### config.mk
export PLATFORM = sky130hd
export DESIGN_NAME = instr_issue_sequencer
export DESIGN_NICKNAME = d
export VERILOG_FILES = /design/src/rtl/mips_issue_pkg.sv /design/src/rtl/issue_hazard_check.sv /design/src/rtl/instr_issue_sequencer.sv
export SDC_FILE = /design/constraint.sdc
export NUM_CORES = 1
export LEC_CHECK = 0
export CAP_MARGIN = 40
export CORE_ASPECT_RATIO = 0.75
export CORE_MARGIN = 2
export CORE_UTILIZATION = 35
export DETAILED_ROUTE_END_ITERATION = 10
export SETUP_SLACK_MARGIN = 0.1
export SLEW_MARGIN = 25
export SYNTH_ARGS = -nofsm -noshare
export SYNTH_HDL_FRONTEND = slang
export SYNTH_HIERARCHICAL = 1
export SYNTH_SLANG_ARGS = --single-unit
### constraint.sdc
create_clock -name Clk -period 9.97 [get_ports Clk]
set_input_delay 1.994 -clock Clk [delete_from_list [all_inputs] [get_ports Clk]]
set_output_delay 1.994 -clock Clk [all_outputs]
set_load 0.1 [all_outputs]
### src/rtl/mips_issue_pkg.sv
// Shared decode constants, FSM state and hazard-history types for the issue sequencer.
package mips_issue_pkg;

  localparam logic [5:0]  OP_RTYPE = 6'b000000;
  localparam logic [5:0]  OP_LW    = 6'b100011;
  localparam logic [5:0]  OP_SW    = 6'b101011;
  localparam logic [31:0] NOP_WORD = 32'h0000_0000;

  localparam int unsigned OP_HI = 31;
  localparam int unsigned OP_LO = 26;
  localparam int unsigned RS_HI = 25;
  localparam int unsigned RS_LO = 21;
  localparam int unsigned RT_HI = 20;
  localparam int unsigned RT_LO = 16;
  localparam int unsigned RD_HI = 15;
  localparam int unsigned RD_LO = 11;

  typedef enum logic [1:0] {IDLE, ISSUE, BUBBLE, FINISH} seq_state_t;

  typedef struct packed {
    logic       valid;
    logic [4:0] dest;
    logic       is_load;
  } hist_t;

  // Register written by an instruction; stores write none
  function automatic logic [4:0] dest_of(input logic [31:0] w);
    logic [5:0] op;
    op = w[OP_HI:OP_LO];
    if (op == OP_RTYPE)  return w[RD_HI:RD_LO];
    else if (op == OP_SW) return 5'd0;
    else                  return w[RT_HI:RT_LO];
  endfunction

endpackage

### src/rtl/issue_hazard_check.sv
// Combinational bubble-count calculation against the recent issue-slot history.
// Only instantiated when HAZARD_CHECK_EN is defined.
module issue_hazard_check
  import mips_issue_pkg::*;
#(
  parameter int unsigned LW_GAP  = 2,
  parameter int unsigned ALU_GAP = 0,
  parameter int unsigned HD      = 2,
  parameter int unsigned CW      = 2
) (
  input  logic [5:0]         op,
  input  logic [4:0]         rs,
  input  logic [4:0]         rt,
  input  hist_t [HD-1:0]     hist,
  output logic [CW-1:0]      need
);

  logic rt_src;

  assign rt_src = (op == OP_RTYPE) || (op == OP_SW);

  // Slot i has i issue slots between it and the candidate
  always_comb begin
    need = '0;
    for (int unsigned i = 0; i < HD; i++) begin
      automatic int unsigned gap = hist[i].is_load ? LW_GAP : ALU_GAP;
      if (hist[i].valid &&
          ((hist[i].dest == rs) || (rt_src && (hist[i].dest == rt))) &&
          (i < gap) && (CW'(gap - i) > need))
        need = CW'(gap - i);
    end
  end

endmodule

### src/rtl/instr_issue_sequencer.sv
// Loadable program store that issues one instruction per cycle with load-use bubbles.
// HAZARD_CHECK_EN: bubble only on true register dependencies; otherwise LW_GAP after every load.
module instr_issue_sequencer
  import mips_issue_pkg::*;
#(
  parameter int DEPTH   = 16,
  parameter int IW      = 32,
  parameter int LW_GAP  = 2,
  parameter int ALU_GAP = 0,
  localparam int AW     = $clog2(DEPTH)
) (
  input  logic          Clk,
  input  logic          Re,
  input  logic          WrEn,
  input  logic [AW-1:0] WrAddr,
  input  logic [IW-1:0] WrData,
  input  logic          Start,
  input  logic [AW:0]   Length,
  input  logic          Stall,
  output logic [IW-1:0] Opcode,
  output logic          OpValid,
  output logic [AW-1:0] PC,
  output logic          Busy,
  output logic          Done
);

  localparam int unsigned GMAX = (LW_GAP > ALU_GAP) ? LW_GAP : ALU_GAP;
  localparam int unsigned HD   = (GMAX == 0) ? 1 : GMAX;
  localparam int unsigned CW   = $clog2(HD + 1);
  localparam logic [AW:0]   LEN_MAX  = (AW+1)'(DEPTH);
  localparam logic [AW-1:0] LAST_IDX = AW'(DEPTH - 1);

  logic [IW-1:0] mem [DEPTH];

  seq_state_t    state_r, state_n;
  logic [AW-1:0] pc_r, pc_n, pc_inc;
  logic [IW-1:0] op_r, op_n;
  logic          opv_r, opv_n;
  logic          busy_r, busy_n;
  logic          done_r, done_n;
  logic [CW-1:0] cnt_r, cnt_n, bub_cnt;
  logic [AW:0]   rem_r, rem_n, len_c;
  logic [IW-1:0] cur;
  logic          is_load, hold_slot, post_load;

  always_ff @(posedge Clk) begin
    if (WrEn && !busy_r)
      mem[WrAddr] <= WrData;
  end

  assign cur     = mem[pc_r];
  assign is_load = (cur[OP_HI:OP_LO] == OP_LW);
  assign pc_inc  = (pc_r == LAST_IDX) ? '0 : pc_r + AW'(1);
  assign len_c   = (Length > LEN_MAX) ? LEN_MAX : Length;

`ifdef HAZARD_CHECK_EN
  hist_t [HD-1:0] hist_r, hist_n;
  hist_t          slot;
  logic [CW-1:0]  need;

  issue_hazard_check #(
    .LW_GAP  (LW_GAP),
    .ALU_GAP (ALU_GAP),
    .HD      (HD),
    .CW      (CW)
  ) u_hazard (
    .op   (cur[OP_HI:OP_LO]),
    .rs   (cur[RS_HI:RS_LO]),
    .rt   (cur[RT_HI:RT_LO]),
    .hist (hist_r),
    .need (need)
  );

  // The detecting ISSUE cycle emits the first bubble itself
  assign hold_slot = (need != '0);
  assign bub_cnt   = need - CW'(1);
  assign post_load = 1'b0;

  always_comb begin
    slot = '0;
    if (state_r == ISSUE && !hold_slot) begin
      slot.dest    = dest_of(cur[31:0]);
      slot.valid   = (slot.dest != 5'd0);
      slot.is_load = is_load;
    end
  end

  always_comb begin
    hist_n = hist_r;
    if (!Stall) begin
      if (state_r == IDLE && Start)
        hist_n = '0;
      else if (state_r == ISSUE || state_r == BUBBLE) begin
        for (int unsigned i = HD - 1; i > 0; i--)
          hist_n[i] = hist_r[i-1];
        hist_n[0] = slot;
      end
    end
  end

  always_ff @(posedge Clk or posedge Re) begin
    if (Re) hist_r <= '0;
    else    hist_r <= hist_n;
  end
`else
  assign hold_slot = 1'b0;
  assign bub_cnt   = CW'(LW_GAP);
  assign post_load = is_load && (LW_GAP != 0);
`endif

  always_comb begin
    state_n = state_r;
    pc_n    = pc_r;
    op_n    = op_r;
    opv_n   = opv_r;
    busy_n  = busy_r;
    done_n  = done_r;
    cnt_n   = cnt_r;
    rem_n   = rem_r;
    if (!Stall) begin
      done_n = 1'b0;
      case (state_r)
        IDLE: begin
          if (Start) begin
            pc_n  = '0;
            rem_n = len_c;
            cnt_n = '0;
            if (len_c != '0) begin
              state_n = ISSUE;
              busy_n  = 1'b1;
            end else begin
              state_n = FINISH;
            end
          end
        end
        ISSUE: begin
          if (hold_slot) begin
            op_n    = '0;
            opv_n   = 1'b0;
            cnt_n   = bub_cnt;
            state_n = (bub_cnt == '0) ? ISSUE : BUBBLE;
          end else begin
            op_n  = cur;
            opv_n = 1'b1;
            pc_n  = pc_inc;
            rem_n = rem_r - (AW+1)'(1);
            if (rem_r == (AW+1)'(1)) begin
              state_n = FINISH;
            end else if (post_load) begin
              state_n = BUBBLE;
              cnt_n   = bub_cnt;
            end
          end
        end
        BUBBLE: begin
          op_n  = '0;
          opv_n = 1'b0;
          cnt_n = cnt_r - CW'(1);
          if (cnt_r == CW'(1))
            state_n = ISSUE;
        end
        FINISH: begin
          op_n    = '0;
          opv_n   = 1'b0;
          done_n  = 1'b1;
          busy_n  = 1'b0;
          state_n = IDLE;
        end
        default: state_n = IDLE;
      endcase
    end
  end

  always_ff @(posedge Clk or posedge Re) begin
    if (Re) begin
      state_r <= IDLE;
      pc_r    <= '0;
      op_r    <= '0;
      opv_r   <= 1'b0;
      busy_r  <= 1'b0;
      done_r  <= 1'b0;
      cnt_r   <= '0;
      rem_r   <= '0;
    end else begin
      state_r <= state_n;
      pc_r    <= pc_n;
      op_r    <= op_n;
      opv_r   <= opv_n;
      busy_r  <= busy_n;
      done_r  <= done_n;
      cnt_r   <= cnt_n;
      rem_r   <= rem_n;
    end
  end

  // A registered Done stays pending across a stall and shows once Stall drops
  assign Done    = done_r & ~Stall;
  assign Opcode  = op_r;
  assign OpValid = opv_r;
  assign PC      = pc_r;
  assign Busy    = busy_r;

endmodule

==> results.py <==
metrics = {
    "global_routing": {
        "overflow": 0,
        "grt_pass1_vias": 10600,
        "grt_max_degree": 111,
        "grt_usage": 0.152,
        "antenna_found_initial": 3,
        "grt_pass1_wl_um": 71000,
    },
    "critical_path": {
        "critPathKind": "in2out",
        "worstPathCellList": "clkdlybuf4s50_1, nor2b_1, clkdlybuf4s50_1, buf_8",
        "path_max_fanout": 9,
        "critical_path.startpoint_type": "input pin",
        "reg2reg_depth": 8,
        "timing.rr.end": "cnt_r[0]",
        "cpMaxStageDelayCell": "clkdlybuf4s50_1",
        "worstSetupEndpointType": "primary output",
        "required_ns": 7.98,
        "slowest_delay_ns": 0.54,
        "path_common_cell": "clkdlybuf4s50_1",
        "r2r_start": "PC[0]",
        "r2r_slack_ns": 6.21,
        "crit_arrival_ns": 3.42,
    },
    "synth": {
        "yosysWarnings": 6,
        "synth_top_family_by_area": "multiplexers",
        "synthSimpleGateAreaFrac": 0.0212,
        "syn_area_mm2": 0.0216,
        "yosysSeqAreaShare": 0.769,
        "synthAdderAreaFrac": 0.00464,
        "ys.flop_type": "edfxtp_1",
        "ys_ff_latch": 560,
        "ys_async_sr_fraction": 0.0857,
        "yosysMostFrequentCell": "edfxtp_1",
        "postSynthAreaPerCell_um2": 22.6,
        "synthXorXnorAreaFrac": 0,
        "synth_largest_area_cell": "edfxtp_1",
        "synth_cell_types": 51,
        "synth-edff-count": 512,
        "synth_common_cells": "edfxtp_1 (512), mux4_2 (147), dfrtp_1 (48)",
        "syn-num-nets": 1008,
        "synth_area_leaders": "edfxtp_1 (71%), mux4_2 (15%), dfrtp_1 (5.6%), a22o_1 (1.3%), ha_1 (0.46%)",
        "yosysTopAreaCellShare": 0.713,
        "synth_cells": 954,
        "synth_compound_area_frac": 0.0275,
        "muxShareOfSynthArea": 0.163,
    },
    "cts": {
        "cts-buffers-inserted": 51,
        "ctsHtreeMaxLevel": 2,
        "cts_resized": 0,
        "cts_tree": "done",
        "path_clk_slew_ns": 0.07,
        "root_buffer": "clkbuf_16",
        "max-clock-path-buffers": 3,
        "cts_hold_buf": 0,
        "post_cts_buffers": 0,
        "cts_num_sinks": 560,
        "clock_latency_ns": 0.58,
    },
    "timing": {
        "tns_ns": 0,
        "max_freq_ghz": 0.185,
        "period_needed_ns": 5.42,
        "max-slew-margin-rel": 0.347,
        "finalClockSkew_ns": 0.0201,
        "fin_crit_sh": 0.543,
        "hold_viol": 0,
        "final-setup-viol-count": 0,
        "fin_ws_ns": 4.55,
        "tightest_slew_ns": 0.980,
        "rsz0062_at_grt": "no",
        "slew_viol_final": 0,
    },
    "job": {
        "max_cap_violations": 0,
    },
    "hold_path": {
        "min-delay-path-class": "reg2reg",
        "hold_depth": 2,
        "worstHoldEndpoint": "OpValid",
        "worst_hold_startpoint": "OpValid",
    },
    "routing": {
        "via_per_inst": 5.25,
        "vias": 10300,
        "drt_iter0_drc": 1013,
        "firstDrtPassIters": 4,
        "drc": 0,
        "antenna_left": 0,
        "wl_um": 48300,
        "wl_per_cell_um": 24.7,
    },
    "power": {
        "vdd_drop_max_mv": 0.190,
        "p_leak_nw": 8.32,
        "pwr_density_cell_mw_per_mm2": 269,
    },
    "cells_and_area": {
        "fill_cells": 5178,
        "drive_gt1_frac": 0.282,
        "multi_input_area_mm2": 0.00478,
        "synthToLayoutAreaGrowth_pct": 20.9,
        "antenna_cells": 0,
        "nets": 1165,
        "final-seq-area_mm2": 0.0166,
    },
    "die": {
        "num_rows": 78,
        "dieArea_mm2": 0.0636,
        "die_height_um": 219,
        "die_width_um": 291,
        "start_util": 0.355,
        "core_area_mm2": 0.0607,
        "pin_count": 85,
    },
    "placement": {
        "dp_hpwl_um": 24700,
        "port_buffers": 84,
        "pre_cts_ws_ns": 4.55,
        "gp_congestion": 0.715,
    },
    "status": {
        "status": "finished clean",
    },
}
==> sequential cells by signal, indices dropped and copies added (netlist names) <==
| signal | flops |
|---|---|
| Busy | 1 |
| OpValid | 1 |
| Opcode | 32 |
| PC | 4 |
| cnt_r | 2 |
| done_r | 1 |
| mem | 512 |
| rem_r | 5 |
| state_r | 2 |
==> critical path, delay by kind of cell <==
kind	cells	cell delay, ns
buffers and inverters	3	1.26
and+or+nand+nor	1	0.16
==> metal layers <==
| metal | GRT usage | routed length [um] | share of wire |
|---|---|---|---|
| met5 | 0 | 37 | 0.00077 |
| met2 | 0.232 | 21900 | 0.45 |
| met3 | 0.0279 | 2850 | 0.059 |
| met1 | 0.232 | 23000 | 0.48 |
| met4 | 0.0252 | 518 | 0.011 |
==> kinds of logic (layout without fill, tap and decap cells) <==
logic type / after synthesis / after routing
compound gates: 75 / 75
flops: 560 / 560
fa+ha+maj: 8 / 8
simple gates: 91 / 91
mux: 162 / 162
buf+inv: 58 / 258
==> how the worst max path moves through the flow <==
stage | from | end | slack [ns]
3_5_place_dp | Stall | Done | 4.55
5_1_grt | Stall | Done | 4.48
4_1_cts | Stall | Done | 4.55
6_report | Stall | Done | 4.55
3_3_place_gp | Stall | Done | 4.10
2_1_floorplan | Stall | Done | 4.47
==> stage by stage <==
| stage | hold slack (ns) | cell area, um^2 | total power [mW] | std cells | utilization |
|---|---|---|---|---|---|
| finish | 0.477 | 26100 | 7.01 | 1954 | 0.429 |
| floorplan | 0.469 | 21600 | 4.27 | 954 | - |
| CTS | 0.480 | 26000 | 7.08 | 1953 | 0.429 |
| global placement | 0.467 | 23500 | 4.72 | 1817 | 0.386 |
| detailed placement | 0.465 | 24300 | 5.06 | 1857 | 0.400 |
| global route | 0.528 | 26100 | 7.28 | 1954 | 0.429 |
==> area by class of cell <==
type | instances | share of cell area
Sequential cell | 560 | 0.636
Tap cell | 800 | 0.0384
Inverter | 12 | 0.00173
Multi-Input combinational cell | 336 | 0.183
Clock buffer | 64 | 0.0540
Timing Repair Buffer | 150 | 0.0734
Clock inverter | 32 | 0.0127
==> power breakdown <==
| group | internal (mW) | leakage [nW] | switching [mW] |
|---|---|---|---|
| sequential | 2.66 | 5.20 | 0.114 |
| combinational | 1.01 | 2.27 | 1.20 |
| clock | 1.16 | 0.845 | 0.865 |
==> cells in the final DEF (no fill, tap or decap), types with 3 or more instances in the layout <==
cell type,n
nand2b_1,4
clkbuf_1,6
o31ai_1,3
edfxtp_1,512
inv_1,10
nor2_4,12
clkdlybuf4s50_1,84
a22o_1,31
mux4_1,3
o21ai_0,10
a22oi_1,5
buf_4,24
nor3_1,4
nor3_2,5
clkbuf_8,6
or3_1,3
bufinv_16,6
clkbuf_16,52
clkinv_2,7
clkinvlp_4,3
nand2_1,20
nand3_1,11
mux2i_1,9
ha_1,8
mux4_2,147
nor2_1,12
clkinv_1,11
dfrtp_1,45
nor2b_1,9
a221oi_1,5
a21oi_1,6
buf_8,20
buf_16,20
Power figures use the tool's default switching activity.
